## src/rtl/imem_loader_if.sv

```systemverilog
// Byte-stream handshake and instruction-memory write port shared by the loader and its environment.
interface imem_loader_if #(
    parameter int ADDR_W = 8
);
    logic [7:0]        byte_i;
    logic              byte_valid_i;
    logic              byte_ready_o;
    logic              mem_we_o;
    logic [ADDR_W-1:0] mem_addr_o;
    logic [31:0]       mem_data_o;

    modport master (
        input  byte_i,
        input  byte_valid_i,
        output byte_ready_o,
        output mem_we_o,
        output mem_addr_o,
        output mem_data_o
    );

    modport slave (
        output byte_i,
        output byte_valid_i,
        input  byte_ready_o,
        input  mem_we_o,
        input  mem_addr_o,
        input  mem_data_o
    );
endinterface

```

## src/rtl/imem_loader.sv

```systemverilog
// Clears instruction memory, loads little-endian words from a byte stream until the zero
// terminator (or memory full), then raises start_o to release the CPU.
module imem_loader #(
    parameter int DEPTH  = 256,
    parameter int ADDR_W = 8
) (
    input  logic              clk_i,
    input  logic              rst_i,
    imem_loader_if.master     bus,
    output logic              busy_o,
    output logic              start_o,
    output logic [ADDR_W:0]   word_count_o,
    output logic              overflow_o
);

    typedef enum logic [1:0] {
        S_CLEAR,
        S_LOAD,
        S_WRITE,
        S_DONE
    } state_t;

    localparam logic [ADDR_W-1:0] LAST_ADDR = ADDR_W'(DEPTH - 1);

    state_t            state_q, state_d;
    logic [ADDR_W-1:0] ptr_q, ptr_d;
    logic [1:0]        byte_cnt_q, byte_cnt_d;
    logic [31:0]       asm_q, asm_d;
    logic              mem_we_q, mem_we_d;
    logic [ADDR_W-1:0] mem_addr_q, mem_addr_d;
    logic [31:0]       mem_data_q, mem_data_d;
    logic              busy_q, busy_d;
    logic              start_q, start_d;
    logic [ADDR_W:0]   word_count_q, word_count_d;
    logic              overflow_q, overflow_d;

    // The write port registers carry the action decided in the current state, so each
    // memory write becomes visible one cycle after the state that issued it.
    always_comb begin
        state_d      = state_q;
        ptr_d        = ptr_q;
        byte_cnt_d   = byte_cnt_q;
        asm_d        = asm_q;
        mem_we_d     = 1'b0;
        mem_addr_d   = mem_addr_q;
        mem_data_d   = mem_data_q;
        word_count_d = word_count_q;
        overflow_d   = overflow_q;

        case (state_q)
            S_CLEAR: begin
                mem_we_d   = 1'b1;
                mem_addr_d = ptr_q;
                mem_data_d = 32'h0;
                ptr_d      = ptr_q + 1'b1;
                if (ptr_q == LAST_ADDR) begin
                    state_d = S_LOAD;
                end
            end
            S_LOAD: begin
                if (bus.byte_valid_i) begin
                    asm_d[{byte_cnt_q, 3'b000} +: 8] = bus.byte_i;
                    byte_cnt_d = byte_cnt_q + 1'b1;
                    if (byte_cnt_q == 2'd3) begin
                        state_d = S_WRITE;
                    end
                end
            end
            S_WRITE: begin
                mem_we_d   = 1'b1;
                mem_addr_d = ptr_q;
                mem_data_d = asm_q;
                asm_d      = 32'h0;
                if (asm_q == 32'h0) begin
                    state_d = S_DONE;
                end else begin
                    word_count_d = word_count_q + 1'b1;
                    ptr_d        = ptr_q + 1'b1;
                    if (ptr_q == LAST_ADDR) begin
                        overflow_d = 1'b1;
                        state_d    = S_DONE;
                    end else begin
                        state_d = S_LOAD;
                    end
                end
            end
            S_DONE: begin
            end
            default: begin
                state_d = S_CLEAR;
            end
        endcase

        busy_d  = (state_d != S_DONE);
        start_d = (state_d == S_DONE);
    end

    always_ff @(posedge clk_i or negedge rst_i) begin
        if (!rst_i) begin
            state_q      <= S_CLEAR;
            ptr_q        <= '0;
            byte_cnt_q   <= '0;
            asm_q        <= '0;
            mem_we_q     <= 1'b0;
            mem_addr_q   <= '0;
            mem_data_q   <= '0;
            busy_q       <= 1'b1;
            start_q      <= 1'b0;
            word_count_q <= '0;
            overflow_q   <= 1'b0;
        end else begin
            state_q      <= state_d;
            ptr_q        <= ptr_d;
            byte_cnt_q   <= byte_cnt_d;
            asm_q        <= asm_d;
            mem_we_q     <= mem_we_d;
            mem_addr_q   <= mem_addr_d;
            mem_data_q   <= mem_data_d;
            busy_q       <= busy_d;
            start_q      <= start_d;
            word_count_q <= word_count_d;
            overflow_q   <= overflow_d;
        end
    end

    assign bus.byte_ready_o = (state_q == S_LOAD);
    assign bus.mem_we_o     = mem_we_q;
    assign bus.mem_addr_o   = mem_addr_q;
    assign bus.mem_data_o   = mem_data_q;
    assign busy_o           = busy_q;
    assign start_o          = start_q;
    assign word_count_o     = word_count_q;
    assign overflow_o       = overflow_q;

endmodule
```

## src/flat_wrapper.sv

```systemverilog
// flat-port wrapper written by rule: the top's interface ports become plain ports
module imem_loader_flat 
#(
    parameter int DEPTH  = 256,
    parameter int ADDR_W = 8
)
  (clk_i, rst_i, busy_o, start_o, word_count_o, overflow_o, bus_byte_i, bus_byte_valid_i, bus_byte_ready_o, bus_mem_we_o, bus_mem_addr_o, bus_mem_data_o);
  imem_loader_if #(.ADDR_W(ADDR_W)) bus_i ();
  input  logic clk_i;
  input  logic rst_i;
  output logic busy_o;
  output logic start_o;
  output logic [ADDR_W:0] word_count_o;
  output logic overflow_o;
  input wire logic [$bits(bus_i.byte_i)-1:0] bus_byte_i;
  input wire logic [$bits(bus_i.byte_valid_i)-1:0] bus_byte_valid_i;
  output wire logic [$bits(bus_i.byte_ready_o)-1:0] bus_byte_ready_o;
  output wire logic [$bits(bus_i.mem_we_o)-1:0] bus_mem_we_o;
  output wire logic [$bits(bus_i.mem_addr_o)-1:0] bus_mem_addr_o;
  output wire logic [$bits(bus_i.mem_data_o)-1:0] bus_mem_data_o;
  assign bus_i.byte_i = bus_byte_i;
  assign bus_i.byte_valid_i = bus_byte_valid_i;
  assign bus_byte_ready_o = bus_i.byte_ready_o;
  assign bus_mem_we_o = bus_i.mem_we_o;
  assign bus_mem_addr_o = bus_i.mem_addr_o;
  assign bus_mem_data_o = bus_i.mem_data_o;
  imem_loader #(.DEPTH(DEPTH), .ADDR_W(ADDR_W)) u_core (.clk_i(clk_i), .rst_i(rst_i), .bus(bus_i), .busy_o(busy_o), .start_o(start_o), .word_count_o(word_count_o), .overflow_o(overflow_o));
endmodule
```

## config.mk

```make
export PLATFORM = sky130hd
export DESIGN_NAME = imem_loader_flat
export DESIGN_NICKNAME = d
export VERILOG_FILES = /design/src/rtl/imem_loader_if.sv /design/src/rtl/imem_loader.sv /design/src/flat_wrapper.sv
export SDC_FILE = /design/constraint.sdc
export NUM_CORES = 1
export LEC_CHECK = 0
export CELL_PAD_IN_SITES_DETAIL_PLACEMENT = 0
export CELL_PAD_IN_SITES_GLOBAL_PLACEMENT = 1
export CORE_AREA = 2 2 104 106
export DETAILED_ROUTE_END_ITERATION = 12
export DIE_AREA = 0 0 106 108
export PLACE_DENSITY_LB_ADDON = 0.1
export SYNTH_ARGS = -nofsm -noshare
export SYNTH_HDL_FRONTEND = slang
export SYNTH_SLANG_ARGS = --single-unit
```

## constraint.sdc

```tcl
create_clock -name clk_i -period 1.8 [get_ports clk_i]
set_input_delay 0.18 -clock clk_i [delete_from_list [all_inputs] [get_ports clk_i]]
set_output_delay 0.18 -clock clk_i [all_outputs]
set_load 0.05 [all_outputs]
```

======== After elaboration in Yosys (flattened, before gate mapping) ========
Cells that the tools add are included.
operators by class
  $add $sub $neg .......................... 4
  eq/ne operators ......................... 8
  shifts and indexed selects .............. 2
  muxes and demuxes ....................... 13
  bitwise operators ....................... 1
  reductions and logical operators ........ 10
operator list
  kind                    count
  $pmux 32 s2             2
  $bwmux 32               1
  $logic_not 32->1        1
  $mux 32                 1
  $shift 8x7->32 const A  1
  $shiftx 8x7->32         1
  $pmux 8 s2              1
  $mux 2                  5
  $add 9x1->9 const B     1
  $add 8x1->8 const B     1
  $eq 8x8->1 const B      1
  $mux 8                  1
  $reduce_and 2->1        4
  $neg 5->7               1
  $eq 2x2->1 const B      3
  $ne 2x2->1 const B      3
  $pmux 2 s3              1
  $reduce_bool 2->1       2
  $reduce_and 3->1        1
  $add 2x1->2 const B     1
  $eq 2x1->1 const B      1
  $logic_not 2->1         1
  $reduce_or 2->1         1
  $mux 1                  1
  $not 1->1               1
word-level totals
  bits in registers ....................... 97
  bits of input ports ..................... 11
  output and inout port bits .............. 54
  logic and storage cells ................. 49

======== Logic depth before layout (Yosys ltp) ========
  depth after elaboration ................. 5
  depth in mapped cells ................... 7
  gate-level depth less buffers ........... 6

======== Worst setup path after synthesis ========
Ideal clock, no wire load.
  path type ............................... flip-flop to output port
  start ................................... register u_core.state_q[0]
  end ..................................... output port bus_byte_ready_o
  arrival ................................. 1,756 ps
  data required time ...................... 1,620 ps
  path slack .............................. -136 ps
  cell stages (with the launch flop) ...... 6
  buffers on the path ..................... 3
  cells stage by stage .................... dfrtp_1 > buf_2 > clkbuf_1 > buf_1 > inv_1 > nor2_1
between the ends
  longest elaborated chain between the ends .. 1
RTL lines
  element                 line                source
  from (decl)             imem_loader.sv:25   state_t state_q, state_d;
  from (signal assigned)  imem_loader.sv:112  state_q <= state_d;
  $eq 2x1->1              imem_loader.sv:126  assign bus.byte_ready_o = (state_q == S_LOAD);
  to (decl)               flat_wrapper.sv:17  output wire logic [$bits(bus_i.byte_ready_o)-1:0] bus_byte_ready_o;
Every way passes these cells.

======== Final worst setup path ========
  start ................................... register u_core.asm_q[17]
  end ..................................... register u_core.ptr_q[1]
between the ends
  longest elaborated chain between the ends .. 3
RTL lines
  element                     line                source
  from (decl)                 imem_loader.sv:28   logic [31:0] asm_q, asm_d;
  from (signal assigned)      imem_loader.sv:115  asm_q <= asm_d;
  $logic_not 32->1            imem_loader.sv:74   if (asm_q == 32'h0) begin
  $ne 2x2->1 (no line)        --
  $reduce_and 2->1 (no line)  --
  to (signal assigned)        imem_loader.sv:113  ptr_q <= ptr_d;
  to (decl)                   imem_loader.sv:26   logic [ADDR_W-1:0] ptr_q, ptr_d;
Every way passes these cells.
A chain may end at the register's enable or synchronous reset.

==> flow_metrics.py <==
metrics = {
    "setup_path": {
        "regToRegSetupSlack_ns": 0.005,
        "arrival_ns": 2.05,
        "crit_type": "reg -> reg",
        "crit_path_max_incr_delay_ns": 0.40,
        "cp-start-kind": "flop",
        "end_kind": "flop",
        "worstPathRequired_ns": 2.05,
        "crit_end": "u_core.ptr_q[1]$_DFFE_PN0P_",
        "critical_path_buf_inv_count": 1,
        "rr_worst_depth": 6,
        "critPathLaunch": "u_core.asm_q[17]$_DFFE_PN0P_",
        "worstReg2RegStart": "u_core.asm_q[17]$_DFFE_PN0P_",
        "slowest_stage": "dfrtp_1",
        "cp_max_fo": 5,
        "cp_cell_sequence": "nor4_2, nand2_1, nor4_4, buf_6, a21oi_2, mux2_2",
        "critical-path-top-delay-family": "simple AND/OR/NAND/NOR gates",
        "crit_cells": 6,
        "r2r_end": "u_core.ptr_q[1]$_DFFE_PN0P_",
    },
    "synthesis": {
        "yosysTopAreaCell": "dfrtp_1",
        "yosysWarnings": 0,
        "ys_async_sr_fraction": 1.00,
        "synth.distinct_cells": 35,
        "synthTopCellsByCount": "dfrtp_1, a22o_1, nand2_1",
        "synth_top_area_frac": 0.624,
        "syn_nets": 314,
        "syn_area_per_cell_um2": 13.0,
        "synth_area_um2": 3850,
        "synth_most_common_cell": "dfrtp_1",
        "synth_edf_count": 0,
        "seq_area_frac_synth": 0.630,
        "yosys_most_used_dff": "dfrtp_1",
        "synth-seq-cells": 97,
        "synthTopCellsByArea": "dfrtp_1, a22o_1, xor2_1",
        "syn-instance-count": 297,
    },
    "detailed_routing": {
        "wl_met2_um": 3790,
        "wl_per_cell_um": 16.0,
        "wl_met1_um": 4510,
        "drtAntennaViolNets": 0,
        "drtPass1Iterations": 4,
        "vias": 2726,
        "routed_via_density": 5.05,
        "detailedRoute.firstIterationViolations": 125,
        "highest_layer": "met4",
        "drcViolationCount": 0,
        "wl_um": 8660,
        "wl_met3_um": 236,
    },
    "die": {
        "die_h_um": 108,
        "core_area_um2": 10200,
        "die_x_um": 106,
        "die_area_um2": 11400,
        "start_util": 0.377,
        "num_io_pins": 65,
        "rows": 37,
    },
    "timing": {
        "rsz0062_at_grt": "yes",
        "tns_ns": 0,
        "tightest_slew_ns": 0.604,
        "clock-skew-final_ns": 0.0117,
        "period_needed_ns": 1.79,
        "finalHoldViolations": 0,
        "slew_viol_final": 0,
        "slew_headroom": 0.597,
        "post-route-period-util": 0.997,
        "fmax_mhz": 557,
        "finalSetupViolCount": 0,
    },
    "clock_network": {
        "clk_path_buf_depth": 2,
        "clock-sinks": 97,
        "htree_levels": 3,
        "insertion_delay_ns": 0.36,
        "cts-buffers-inserted": 9,
        "cts-root-buf": "clkbuf_8",
        "clk_pin_slew_worst_paths_ns": 0.10,
        "cts_tree": "done",
    },
    "job": {
        "cap_violations": 0,
    },
    "grt": {
        "first_global_vias": 2740,
        "antenna_found_initial": 0,
        "grt_max_degree": 98,
        "grt_first_pass_wirelength_um": 14400,
        "grt_overflow_total": 0,
        "grtUsageTotal": 0.162,
    },
    "worst_hold_path": {
        "hp-class": "in -> async",
    },
    "power_and_ir_drop": {
        "power.static_leakage_nw": 2.51,
        "vdd_drop_max_mv": 0.705,
        "power.density_nw_per_um2": 1830,
        "p_total_w": 0.00957,
    },
    "finish": {
        "layout.nets": 417,
        "nFillCells": 922,
        "antenna_cells": 0,
        "multiInputGateArea_um2": 1410,
        "seq_area_um2": 2430,
        "drive_gt1_frac": 0.228,
        "syn_to_final_growth_pct": 35.9,
    },
    "status": {
        "run_status": "completed",
    },
    "placement": {
        "portBuffers": 64,
        "gp_congestion": 0.757,
        "hpwlAfterDp_um": 5920,
    },
}
==> worst min path at each step <==
stage	slack, ns	depth (start not counted)	startpoint	to
after floorplan	-0.12	0	rst_i	asynchronous set/reset pin
after global placement	0.28	2	rst_i	u_core.bus.mem_addr_o[3]$_DFFE_PN0P_
after detailed placement	0.28	2	rst_i	u_core.bus.mem_addr_o[3]$_DFFE_PN0P_
after CTS	0.43	3	rst_i	u_core.bus.mem_addr_o[3]$_DFFE_PN0P_
after global routing	0.45	3	rst_i	u_core.bus.mem_addr_o[1]$_DFFE_PN0P_
final	0.41	3	rst_i	u_core.ptr_q[0]$_DFFE_PN0P_
==> registers in the layout, summed over array words and instances, names as in the netlist, named ones only <==
register	cells
u_core.overflow_o	1
u_core.byte_cnt_q	2
u_core.asm_q	32
u_core.bus.mem_addr_o	8
u_core.busy_o	1
u_core.bus.mem_we_o	1
u_core.word_count_o	9
u_core.bus.mem_data_o	32
u_core.state_q	1
u_core.ptr_q	8
u_core.start_o	1
==> where the power goes <==
group          switching (W)  total (W)  internal [W]
registers           0.000481    0.00328       0.00280
clock network       0.000768    0.00155      0.000780
logic                0.00265    0.00474       0.00209
total                0.00390    0.00957       0.00566
==> tightest hold or removal path, stage by stage <==
cell,delay [ns]
dlygate4sd3_1,0.52
buf_4,0.11
buf_12,0.39
==> layout make-up <==
class	instances	area share
multi-input combinational	182	0.270
tap	136	0.0325
clock buffer	9	0.0237
sequential	97	0.464
clock inverter	6	0.0174
inverter	5	0.00359
timing repair buffer	105	0.189
==> repair_timing <==
action,CTS,global route
setup buffers,3,0
pin swaps,6,2
gates resized for setup,12,7
endpoints found under the setup margin,32,42
endpoints found under the hold margin,96,0
gates cloned,1,0
hold buffers,1,0
==> routing by layer <==
metal / up-vias / track usage
met5: - / 0
met4: 0 / 0.0658
met3: 14 / 0.0229
met2: 52 / 0.232
met1: 1353 / 0.247
li1: 1307 / -
==> logic make-up (layout without fill, tap and decap cells) <==
group                    after synthesis  in the layout  synth area share
buffers and inverters                 18            125            0.0192
AND/OR/NAND/NOR                       70             70             0.100
multiplexers                          10             10            0.0292
flip-flops                            97             97             0.630
adder cells (fa/ha/maj)                6              6            0.0195
AO/OA/AOI/OAI                         80             80             0.165
XOR/XNOR                              16             16            0.0364
==> metrics by stage <==
stage          hold WS, ns   util  cells  setup WS [ns]  cell area, µm²
2_1_floorplan       -0.116      -    297         0.0472            3850
6_report             0.408  0.512    540        0.00530            5240
3_3_place_gp         0.280  0.480    520         -0.128            4910
4_1_cts              0.427  0.509    540        -0.0161            5210
5_1_grt              0.454  0.512    540        -0.0899            5240
3_5_place_dp         0.283  0.480    520         -0.211            4910
==> layout by cell type (no fill, tap or decap), types with 2 or more instances in the layout <==
cell type	n
dfrtp_1	96
a22o_1	56
clkdlybuf4s50_1	55
buf_4	39
nand2_1	30
xor2_1	15
mux2_2	10
o21ai_0	9
clkbuf_8	9
nor4_2	7
ha_1	6
inv_1	5
a21oi_2	5
nand3_1	5
a211oi_1	4
nor2_2	3
nor4_1	3
nand2b_1	3
nor3_1	3
nor2_1	3
clkinvlp_4	3
dlymetal6s2s_1	3
buf_12	3
and3_1	2
a31oi_1	2
or2_2	2
nor2b_1	2
nor4b_2	2
a2111oi_0	2
bufinv_16	2
Power figures use the tool's default switching activity.
